File: src/rtl/ps2_pkg.sv
// Shared state encoding and PS/2 command/response bytes for the mouse host controller.
package ps2_pkg;

    typedef enum logic [5:0] {
        ST_IDLE     = 6'b000001,
        ST_SEND_CMD = 6'b000010,
        ST_WAIT_ACK = 6'b000100,
        ST_WAIT_BAT = 6'b001000,
        ST_STREAM   = 6'b010000,
        ST_FAIL     = 6'b100000
    } state_t;

    localparam int CMD_IDX_W = 4;

    localparam logic [7:0] CMD_RESET    = 8'hFF;
    localparam logic [7:0] CMD_SET_RATE = 8'hF3;
    localparam logic [7:0] CMD_ENABLE   = 8'hF4;
    localparam logic [7:0] RSP_ACK      = 8'hFA;
    localparam logic [7:0] RSP_RESEND   = 8'hFE;
    localparam logic [7:0] RSP_BAT_OK   = 8'hAA;
    localparam logic [7:0] RSP_DEV_ID   = 8'h00;

endpackage

File: src/rtl/ps2_init_rom.sv
// Init command sequence: index -> command byte plus a flag marking the final command.
// The 4-byte variant prepends the 200/100/80 rate knock that unlocks the wheel.
module ps2_init_rom
    import ps2_pkg::*;
#(
    parameter int         PKT_BYTES   = 3,
    parameter logic [7:0] SAMPLE_RATE = 8'd100
) (
    input  logic [CMD_IDX_W-1:0] cmd_idx,
    output logic [7:0]           cmd_byte,
    output logic                 cmd_last
);

    always_comb begin
        cmd_byte = CMD_RESET;
        cmd_last = 1'b0;
        if (PKT_BYTES == 4) begin
            case (cmd_idx)
                4'd0:    cmd_byte = CMD_RESET;
                4'd1:    cmd_byte = CMD_SET_RATE;
                4'd2:    cmd_byte = 8'hC8;
                4'd3:    cmd_byte = CMD_SET_RATE;
                4'd4:    cmd_byte = 8'h64;
                4'd5:    cmd_byte = CMD_SET_RATE;
                4'd6:    cmd_byte = 8'h50;
                4'd7:    cmd_byte = CMD_SET_RATE;
                4'd8:    cmd_byte = SAMPLE_RATE;
                4'd9: begin
                    cmd_byte = CMD_ENABLE;
                    cmd_last = 1'b1;
                end
                default: cmd_byte = CMD_RESET;
            endcase
        end else begin
            case (cmd_idx)
                4'd0:    cmd_byte = CMD_RESET;
                4'd1:    cmd_byte = CMD_SET_RATE;
                4'd2:    cmd_byte = SAMPLE_RATE;
                4'd3: begin
                    cmd_byte = CMD_ENABLE;
                    cmd_last = 1'b1;
                end
                default: cmd_byte = CMD_RESET;
            endcase
        end
    end

endmodule

File: src/rtl/ps2_mouse_ctrl.sv
// PS/2 mouse host controller: init/retry sequencer and stream packet assembler.
// Optional macro PS2_PKT_SYNC_EN adds byte0 bit3 sync checking and a sync_err_cnt output.
module ps2_mouse_ctrl
    import ps2_pkg::*;
#(
    parameter int         PKT_BYTES   = 3,
    parameter logic [7:0] SAMPLE_RATE = 8'd100,
    parameter int         TIMEOUT_CYC = 25_000_000,
    parameter int         PKT_GAP_CYC = 100_000,
    parameter int         MAX_RETRY   = 3
) (
    input  logic                   clk_sys,
    input  logic                   rst_n,
    output logic                   rd_en,
    input  logic                   rd_vld,
    input  logic [7:0]             rd_data,
    output logic                   wr_en,
    output logic [7:0]             wr_data,
    input  logic                   wr_done,
    output logic                   pkt_vld,
    output logic [8*PKT_BYTES-1:0] pkt_data,
    output logic                   init_done,
    output logic                   init_fail,
    output logic [1:0]             retry_cnt,
`ifdef PS2_PKT_SYNC_EN
    output logic [7:0]             sync_err_cnt,
`endif
    output logic [5:0]             current_state
);

    localparam int               PKT_W      = 8 * PKT_BYTES;
    localparam int               TMR_W      = 32;
    localparam logic [TMR_W-1:0] TMO_LAST   = TMR_W'(TIMEOUT_CYC - 1);
    localparam logic [TMR_W-1:0] GAP_LAST   = TMR_W'(PKT_GAP_CYC - 1);
    localparam logic [1:0]       LAST_SLOT  = 2'(PKT_BYTES - 1);
    localparam logic [1:0]       RETRY_LAST = 2'(MAX_RETRY - 1);

    state_t               state, state_n;
    logic [CMD_IDX_W-1:0] cmd_idx, cmd_idx_n;
    logic [1:0]           retry_n;
    logic [TMR_W-1:0]     timer;
    logic                 bat_seen;
    logic                 cmd_sent;
    logic [1:0]           byte_cnt;
    logic [1:0]           slot;
    logic [PKT_W-1:0]     pkt_buf, pkt_asm;
    logic [7:0]           rom_byte;
    logic                 rom_last;
    logic                 timeout, gap_hit, drop, do_retry;

    ps2_init_rom #(
        .PKT_BYTES  (PKT_BYTES),
        .SAMPLE_RATE(SAMPLE_RATE)
    ) u_rom (
        .cmd_idx (cmd_idx),
        .cmd_byte(rom_byte),
        .cmd_last(rom_last)
    );

    assign timeout       = (timer == TMO_LAST);
    assign gap_hit       = (state == ST_STREAM) && (byte_cnt != 2'd0) && (timer == GAP_LAST);
    assign slot          = gap_hit ? 2'd0 : byte_cnt;
    assign rd_en         = (state != ST_SEND_CMD);
    assign init_done     = (state == ST_STREAM);
    assign init_fail     = (state == ST_FAIL);
    assign current_state = state;

    always_comb begin
        pkt_asm = pkt_buf;
        for (int b = 0; b < PKT_BYTES; b++) begin
            if (slot == 2'(b)) pkt_asm[8*b +: 8] = rd_data;
        end
    end

    always_comb begin
        state_n   = state;
        cmd_idx_n = cmd_idx;
        retry_n   = retry_cnt;
        do_retry  = 1'b0;
        case (state)
            ST_IDLE: begin
                if (rd_vld || timeout) begin
                    state_n   = ST_SEND_CMD;
                    cmd_idx_n = '0;
                end
            end
            ST_SEND_CMD: begin
                if (wr_done) state_n = ST_WAIT_ACK;
            end
            ST_WAIT_ACK: begin
                if (rd_vld) begin
                    if (rd_data == RSP_ACK) begin
                        if (cmd_idx == '0) begin
                            state_n = ST_WAIT_BAT;
                        end else if (rom_last) begin
                            state_n = ST_STREAM;
                        end else begin
                            cmd_idx_n = cmd_idx + 4'd1;
                            state_n   = ST_SEND_CMD;
                        end
                    end else if (rd_data == RSP_RESEND) begin
                        state_n = ST_SEND_CMD;
                    end else begin
                        do_retry = 1'b1;
                    end
                end else if (timeout) begin
                    do_retry = 1'b1;
                end
            end
            ST_WAIT_BAT: begin
                // BAT result first, then the device ID; anything out of order restarts
                if (rd_vld) begin
                    if (!bat_seen && rd_data == RSP_BAT_OK) begin
                        state_n = ST_WAIT_BAT;
                    end else if (bat_seen && rd_data == RSP_DEV_ID) begin
                        cmd_idx_n = 4'd1;
                        state_n   = ST_SEND_CMD;
                    end else begin
                        do_retry = 1'b1;
                    end
                end else if (timeout) begin
                    do_retry = 1'b1;
                end
            end
            ST_STREAM: state_n = ST_STREAM;
            ST_FAIL:   state_n = ST_FAIL;
            default:   state_n = ST_IDLE;
        endcase
        if (do_retry) begin
            if (retry_cnt == RETRY_LAST) begin
                state_n = ST_FAIL;
            end else begin
                retry_n   = retry_cnt + 2'd1;
                cmd_idx_n = '0;
                state_n   = ST_SEND_CMD;
            end
        end
    end

    always_ff @(posedge clk_sys) begin
        if (!rst_n) begin
            state     <= ST_IDLE;
            cmd_idx   <= '0;
            retry_cnt <= '0;
            timer     <= '0;
            bat_seen  <= 1'b0;
            cmd_sent  <= 1'b0;
            wr_en     <= 1'b0;
            wr_data   <= 8'h00;
            byte_cnt  <= '0;
            pkt_buf   <= '0;
            pkt_data  <= '0;
            pkt_vld   <= 1'b0;
        end else begin
            state     <= state_n;
            cmd_idx   <= cmd_idx_n;
            retry_cnt <= retry_n;

            if (state_n != state || rd_vld) begin
                timer <= '0;
            end else if (timer != '1) begin
                timer <= timer + TMR_W'(1);
            end

            if (state != ST_WAIT_BAT) begin
                bat_seen <= 1'b0;
            end else if (rd_vld && !bat_seen && rd_data == RSP_BAT_OK) begin
                bat_seen <= 1'b1;
            end

            // one transmit request per visit to SEND_CMD, issued on its first cycle
            wr_en    <= 1'b0;
            cmd_sent <= (state == ST_SEND_CMD) && (state_n == ST_SEND_CMD);
            if (state == ST_SEND_CMD && !cmd_sent) begin
                wr_en   <= 1'b1;
                wr_data <= rom_byte;
            end

            pkt_vld <= 1'b0;
            if (state == ST_STREAM) begin
                if (rd_vld && !drop) begin
                    pkt_buf <= pkt_asm;
                    if (slot == LAST_SLOT) begin
                        byte_cnt <= '0;
                        pkt_vld  <= 1'b1;
                        pkt_data <= pkt_asm;
                    end else begin
                        byte_cnt <= slot + 2'd1;
                    end
                end else if (gap_hit || rd_vld) begin
                    byte_cnt <= '0;
                end
            end
        end
    end

`ifdef PS2_PKT_SYNC_EN
    assign drop = (state == ST_STREAM) && (slot == 2'd0) && !rd_data[3];

    always_ff @(posedge clk_sys) begin
        if (!rst_n) begin
            sync_err_cnt <= '0;
        end else if (rd_vld && drop && sync_err_cnt != 8'hFF) begin
            sync_err_cnt <= sync_err_cnt + 8'd1;
        end
    end
`else
    assign drop = 1'b0;
`endif

endmodule

File: config.mk
export PLATFORM = sky130hd
export DESIGN_NAME = ps2_mouse_ctrl
export DESIGN_NICKNAME = d
export VERILOG_FILES = /design/src/rtl/ps2_pkg.sv /design/src/rtl/ps2_init_rom.sv /design/src/rtl/ps2_mouse_ctrl.sv
export SDC_FILE = /design/constraint.sdc
export NUM_CORES = 1
export LEC_CHECK = 0
export CORE_ASPECT_RATIO = 0.7
export CORE_MARGIN = 2
export CORE_UTILIZATION = 45
export DETAILED_ROUTE_END_ITERATION = 12
export PLACE_DENSITY = 0.77
export SLEW_MARGIN = 25
export SYNTH_ARGS = -nofsm -noshare
export SYNTH_HDL_FRONTEND = slang
export SYNTH_SLANG_ARGS = --single-unit
export TNS_END_PERCENT = 20
File: constraint.sdc
create_clock -name clk_sys -period 6.77 [get_ports clk_sys]
set_clock_uncertainty 0.2 [all_clocks]
set_input_delay 1.354 -clock clk_sys [delete_from_list [all_inputs] [get_ports clk_sys]]
set_output_delay 1.354 -clock clk_sys [all_outputs]
set_load 0.05 [all_outputs]
Word level (Yosys, flattened, before mapping)
Index checks and enable logic that the tools add are counted.

$add $sub $neg: 4. Equal/unequal tests: 22. Multiplexer cells: 43. Bitwise gates (word level): 2. Reduce and logical (&&, ||, !) cells: 25.

Operators with widths (count): $mux 6 (10); $mux 4 (10); $pmux 6 s6 (1); $add 32x1->32 const B (1); $eq 32x17->1 const B (1); $eq 32x25->1 const B (1); $ne 32x32->1 const B (1); $eq 8x8->1 const B (3); $mux 8 (3); $pmux 8 s3 (1); $eq 6x2->1 const B (2); $pmux 4 s3 (1); $mux 1 (10); $mux 5 (2); $eq 4x2->1 const B (2); $logic_and 1x1->1 (8); $logic_not 8->1 (1); $mux 2 (4); $eq 6x1->1 const B (1); $eq 6x3->1 const B (1); $eq 6x4->1 const B (1); $eq 6x5->1 const B (1); $eq 6x6->1 const B (1); $ne 6x2->1 const B (1); 17 further kinds (28).

Bits in registers: 106. Input port bits: 12. Output and inout port bits: 45.

Longest topological paths before layout
Depth after elaboration: 11. Depth in mapped cells: 9. Depth with buffers taken out: 8.

By module
Synthesis repeated with hierarchy kept, for this count alone.

Cells, all modules: 538. Area, all modules: 4694.5 um2.

By module, submodules not included: ps2_mouse_ctrl (times used 1, cells an instance 527, area an instance 4624.4 um2); ps2_init_rom (times used 1, cells an instance 11, area an instance 70.1 um2).

Worst setup path before layout
OpenSTA, ideal clock, no wires.

Path kind: register to output. Start point: register state[1] (netlist: current_state[1]). End point: output port init_fail. Arrival: 2.342 ns. Required time: 5.216 ns. Path slack: 2.874 ns. Stages on the path, launching flop included: 3. Path buffers: 0. Cells stage by stage: dfxtp_1 -> or4_4 -> nor3b_1.

Word-level cells in the longest chain between the ends: 1.

Ends and longest elaborated chain: from (decl) (RTL line ps2_mouse_ctrl.sv:38) `state_t state, state_n;`; from (signal assigned) (RTL line ps2_mouse_ctrl.sv:155) `state <= state_n;`; $eq 6x6->1 (RTL line ps2_mouse_ctrl.sv:65) `assign init_fail = (state == ST_FAIL);`; to (decl) (RTL line ps2_mouse_ctrl.sv:23) `output logic init_fail,`.

Every way passes these cells.

Worst setup path in the final report
Start point: register state[1] (netlist: current_state[1]). End point: output port init_done.

Word-level cells in the longest chain between the ends: 1.

Ends and longest elaborated chain: $eq 6x5->1 (RTL line ps2_mouse_ctrl.sv:64) `assign init_done = (state == ST_STREAM);`; to (decl) (RTL line ps2_mouse_ctrl.sv:22) `output logic init_done,`.

Every way passes these cells.

==> reports/metrics.yaml <==
global_routing:
  grt_max_degree: 59
  grt_pass1_vias: 3849
  antenna_found_initial: 0
  grt_pass1_wl_um: 18700
  grt.total_usage_pct: 20.1
  grt-ovfl-total: 0
critical_path:
  cp_data_required_time_ns: 5.22
  worst-setup-path-type: "reg -> out"
  worstSetupStartpointType: "flip-flop"
  worst_ep_arrival_time_ns: 2.69
  crit_fanout: 7
  worstSetupEndpointType: "output pin"
pwr:
  power_frac_clock_pct: 44.9
  power_frac_seq_pct: 48.3
  combPwrFrac_pct: 6.8
  sw_frac_of_total_pct: 23.3
  internal_power_mw: 0.900
  power.switching_mw: 0.273
  p_leak_nw: 2.22
  powerDensity_nw_per_um2: 207
  total_power_mw: 1.17
  vdd_drop_max_v: 0.000122
sta:
  fmax_mhz: 236
  tightest_slew_ns: 0.929
  setup_violations: 0
  slew_viol_final: 0
  hold_viol: 0
  holdWs_ns: 0.257
  period_minus_slack_ns: 4.24
  rsz0062_at_grt: "false"
  finalCritPeriodShare_pct: 62.6
  slew_headroom_pct: 38.1
  totalNegativeSetupSlack_ns: 0
die:
  die_w_um: 128
  core_um2: 10400
  rows: 31
  die_y_um: 90.7
  fp.dieArea_um2: 11600
  initial_core_util_pct: 46.5
  ios: 57
final_layout:
  diodes: 0
  drive_gt1_share_pct: 13.3
  area_delta_synth_final_pct: 17.0
  fin_nets: 592
  multiInputGateArea_um2: 2670
  stdcell_area_um2: 5660
  final-instance-count-excl-fill: 711
  register_area_um2: 1900
  nFillCells: 940
logic_synthesis:
  synth-seq-area-share_pct: 39.3
  syn_area_per_cell_um2: 9.06
  synth_seq_cells: 95
  syn-num-nets: 552
  ys_warn_count: 0
  async_flop_share_pct: 0
  syn_area_um2: 4840
  synthFlopType: "dfxtp_1"
  synth_edf_count: 0
  synth_cells: 534
  synth_cell_types: 72
outcome:
  status: "finished, final reports clean"
routing:
  wl_per_cell_um: 15.9
  routed_wl_um: 11300
  vias: 4066
  avgViaCountPerCell: 5.72
  ant_nets: 0
  drt_first_pass_iters: 4
  drc: 0
  first_iter_violations: 337
clock_network:
  cts_buffers: 9
  cts_setup_buffers: 0
  holdBufCountCts: 0
  htreeDepth: 3
  tritoncts: "done"
  clockBufferDepth: 2
  post_cts_resized: 0
  clk_pin_slew_ns: 0.06
  cts_sinks: 95
  clk_latency_ns: 0.34
  root_buffer: "clkbuf_16"
placed_design:
  numPortBuffers: 56
  placed_cells: 695
  placed_area_um2: 5340
  finalWeightedCongestion: 0.911
  dp_hpwl_um: 8120
job:
  maxCapViolations: 0
worst_hold_path:
  hold_path.class: "reg -> reg"
per-stage QoR:
step                      utilization (%)  setup WS [ns]
after detailed placement             51.4           2.38
after floorplan                         -           2.87
after global placement               51.4           2.54
final                                54.5           2.53
after CTS                            54.5           2.53
after global routing                 54.5           2.47
layer usage:
layer / global-route usage [%] / vias to the layer above / wire [um]
met5: 0 / - / 0
met3: 5.27 / 14 / 734
met4: 5.95 / 0 / 149
li1: - / 1957 / -
met1: 28.5 / 1951 / 5480
met2: 29.8 / 144 / 4960
Yosys cell counts (6+ instances only):
master	number	area, um^2
a21boi_0	12	90.1
a21boi_1	6	45.0
a21oi_1	10	50.1
and3_1	7	43.8
buf_6	10	113
clkbuf_1	10	37.5
dfxtp_1	95	1900
ha_1	6	75.1
inv_1	9	33.8
mux2i_1	17	170
nand2_1	56	210
nand3_1	38	190
nand4_1	16	100
nor2_1	36	135
nor2_2	30	188
nor2b_1	12	75.1
nor3_1	12	60.1
o211a_1	21	210
o21ai_0	20	100
xnor2_1	11	96.3
xor2_1	20	175
path summary, 6_finish.rpt:
check,slack (ns),end,cells past startpoint,startpoint
min,0.26,wr_en,1,cmd_sent
max,2.53,init_done,4,current_state[1]
max reg2reg,3.75,timer[4],8,timer[24]
min reg2reg,0.26,wr_en,1,cmd_sent
critical path, cell delays in order (launching register included):
cell             delay (ns)
dfxtp_1                0.39
or4_4                  0.59
or3b_4                 0.45
clkinv_2               0.11
clkdlybuf4s50_1        0.80
state kept, by name, summed over array words and instances (netlist names):
signal,count
timer,32
pkt_data,24
pkt_buf,16
current_state,6
wr_data,5
cmd_idx,4
byte_cnt,2
retry_cnt,2
bat_seen,1
cmd_sent,1
pkt_vld,1
wr_en,1
cells by family (layout without fill, tap and decap cells):
family / count (synthesis) / after routing / synth area share, %
simple gates: 250 / 250 / 28.7
flops: 95 / 95 / 39.3
compound gates: 94 / 94 / 15.3
buf+inv: 39 / 84 / 5.54
xor+xnor: 31 / 31 / 5.61
mux: 18 / 18 / 3.75
fa+ha+maj: 7 / 7 / 1.76
cells in the final DEF (no fill, tap or decap), types with 17 or more instances in the layout:
cell type | netlist | routed
clkdlybuf4s50_1 | 0 | 55
dfxtp_1 | 95 | 95
mux2i_1 | 17 | 17
nand2_1 | 56 | 56
nand3_1 | 38 | 38
nor2_1 | 36 | 36
nor2_2 | 30 | 30
o211a_1 | 21 | 21
o21ai_0 | 20 | 20
xor2_1 | 20 | 20
layout make-up:
cell class | instances | area share (%)
Inverter | 10 | 0.685
Multi-Input combinational cell | 400 | 47.1
Clock buffer | 11 | 4.47
Clock inverter | 5 | 1.13
Sequential cell | 95 | 33.6
Tap cell | 132 | 2.92
Timing Repair Buffer | 58 | 10.1
power by group through the flow:
stage	registers (mW)	clock network, mW	logic (mW)
detailed placement	0.579	0	0.0783
CTS	0.566	0.538	0.0787
global route	0.567	0.560	0.0839
global placement	0.579	0	0.0773
floorplan	0.588	0	0.0475
finish	0.566	0.526	0.0798
No activity file was read; power rests on OpenSTA's default activity.
==> patch (same flow settings) <==
Change the package constant `CMD_IDX_W` from 4 to 5.
--- a/src/rtl/ps2_pkg.sv
+++ b/src/rtl/ps2_pkg.sv
@@ -10,7 +10,7 @@
         ST_FAIL     = 6'b100000
     } state_t;
 
-    localparam int CMD_IDX_W = 4;
+    localparam int CMD_IDX_W = 5;
 
     localparam logic [7:0] CMD_RESET    = 8'hFF;
     localparam logic [7:0] CMD_SET_RATE = 8'hF3;
Function: same outputs for any inputs over 10 cycles, from zero or initial values and one cycle with rst_n low; that may be too few to reach the edited logic, so the function may still have changed.
==> patch against the unedited design <==
  * Critical path depth increased by 4
  * Largest cell class unchanged
  * Synthesized cell count increased by 2.1%
  * Synthesized area increased by 2.1%
  * Largest power group unchanged
  * Power increased by 2.8%
  * Sequential cell count increased by 1
  * Sequential share of layout area decreased by 0.77 points
  * Critical path type is now input pin to register
  * Critical endpoint is now timer[21]$_SDFFE_PP0P_
  * Cell area increased by 3.4%
  * Via count increased by 5.1%
  * Wire length increased by 11%
  * Worst setup slack got worse by 0.25 ns
==> patch: results (changes against the unedited design) <==
status: finished clean
share of post-route cells with drive strength above 1: 11.41% (-1.9 points)
gr usage total: 21.97% (+1.9 points)
worst skew pair latency: 0.34 ns (about the same)
Top Registers: timer: 32 flops, pkt_data: 24 flops, pkt_buf: 16 flops
GPL Wtd Cong: 0.9095 (-0.15%)
wire length on met1: 5903 um (+7.6%)
Max VDD drop: 0.1124 mV (-7.7%)
fraction of registers with async set/reset: 0% (unchanged)
actual transition at the worst max-transition pin: 0.8708 ns (-0.05814 ns)
P_leak: 1.925 nW (-13%)
WL/cell: 17.06 um (+7.1%)
CTS max path bufs: 2 (unchanged)
NumNets Final: 600 (+1.4%)
first-pass GRT wire length: 20740 um (+11%)
uppermost layer routed: met4
initial DRC count: 396 (+18%)
vias per cell: 5.814 (+1.7%)
cts bufs inserted: 9 (unchanged)
max incr delay on CP: 0.73 ns (-0.07 ns)
cell count after placement: 719 (+3.5%)
routed wl met3: 993 um (+35%)
most frequent cells after synthesis: dfxtp_1, nand2_1, o21ai_0, nor3_2, mux2i_1
CP arrival: 4.53 ns (+1.84 ns)
Mapped Nets: 563 (+2.0%)
largest net degree at the start of global routing: 36 (-39%)
DPL Wire Length: 8991 um (+11%)
synthesized instance count: 545 (+2.1%)
crit path max fanout: 32 (+25)
Area contributors post-synth: dfxtp_1, nor3_2, mux2i_1, nand2_1, xnor2_1
net switching power: 291.3 uW (+6.8%)
R2R Setup Slk: 3.40 ns (-0.35 ns)
met2 wire length: 5526 um (+11%)
fin cells: 735 (+3.4%)
vias in the first global route: 4121 (+7.1%)
Seq/Total Area, Yosys: 38.92% (-0.40 points)
Cell variety after synth: 64 (-11%)
[patch: final timing paths]
path | startpoint | end | depth (start not counted)
setup / recovery | rd_data[6] | timer[21]$_SDFFE_PP0P_ | 8
hold / removal | pkt_data[12]$_SDFFE_PN0P_ | pkt_data[12]$_SDFFE_PN0P_ | 2
setup reg to reg | current_state[3]$_SDFF_PN0_ | timer[21]$_SDFFE_PP0P_ | 7
hold reg to reg | pkt_data[12]$_SDFFE_PN0P_ | pkt_data[12]$_SDFFE_PN0P_ | 2
[patch: kinds of logic after synthesis]
kind of cell	Yosys count	share of synthesized area, %
muxes	26	5.270
buffers and inverters	49	4.915
AOI/OAI and AO/OA	89	12.90
and+or+nand+nor	246	30.63
DFF	96	38.92
adders and majority gates	6	1.520
xor gates and xnor gates	33	5.853
[patch: worst reg2reg max path, cell delays in order, from the launching register on]
cell	delay, ns
dfxtp_1	0.55
nor4b_1	0.67
o211ai_1	0.26
o211ai_1	0.45
a22oi_1	0.25
o211ai_4	0.23
buf_4	0.49
a211oi_1	0.12
[patch: power groups by stage]
stage	Combinational, mW	Sequential [mW]	Clock (mW)
floorplan	0.0623	0.594	0
global placement	0.0930	0.585	0
detailed placement	0.0962	0.585	0
CTS	0.0969	0.572	0.545
global route	0.103	0.573	0.565
finish	0.0975	0.573	0.535
[patch: final cells by class]
| cell class | instances | area [sq um] |
|---|---|---|
| Tap cell | 148 | 185.2 |
| Multi-Input combinational cell | 400 | 2783 |
| Fill cell | 903 | 4657 |
| Clock inverter | 4 | 51.30 |
| Clock buffer | 12 | 266.5 |
| Timing Repair Buffer | 60 | 590.6 |
| Sequential cell | 96 | 1922 |
| Inverter | 15 | 56.30 |
[patch: metal layers]
layer | global-route usage, % | up-vias
li1 | - | 2033
met1 | 31.18 | 2045
met2 | 32.94 | 181
met3 | 5.776 | 14
met4 | 5.978 | 0
met5 | 0 | -
[patch: per-stage QoR]
stage	worst slack (ns)	hold WS, ns	instance area, sq um
finish	2.276	0.2350	5854
global route	2.122	0.2582	5854
CTS	2.405	0.2390	5854
detailed placement	2.058	0.2299	5537
global placement	2.146	0.2289	5537
floorplan	2.974	0.2583	4938
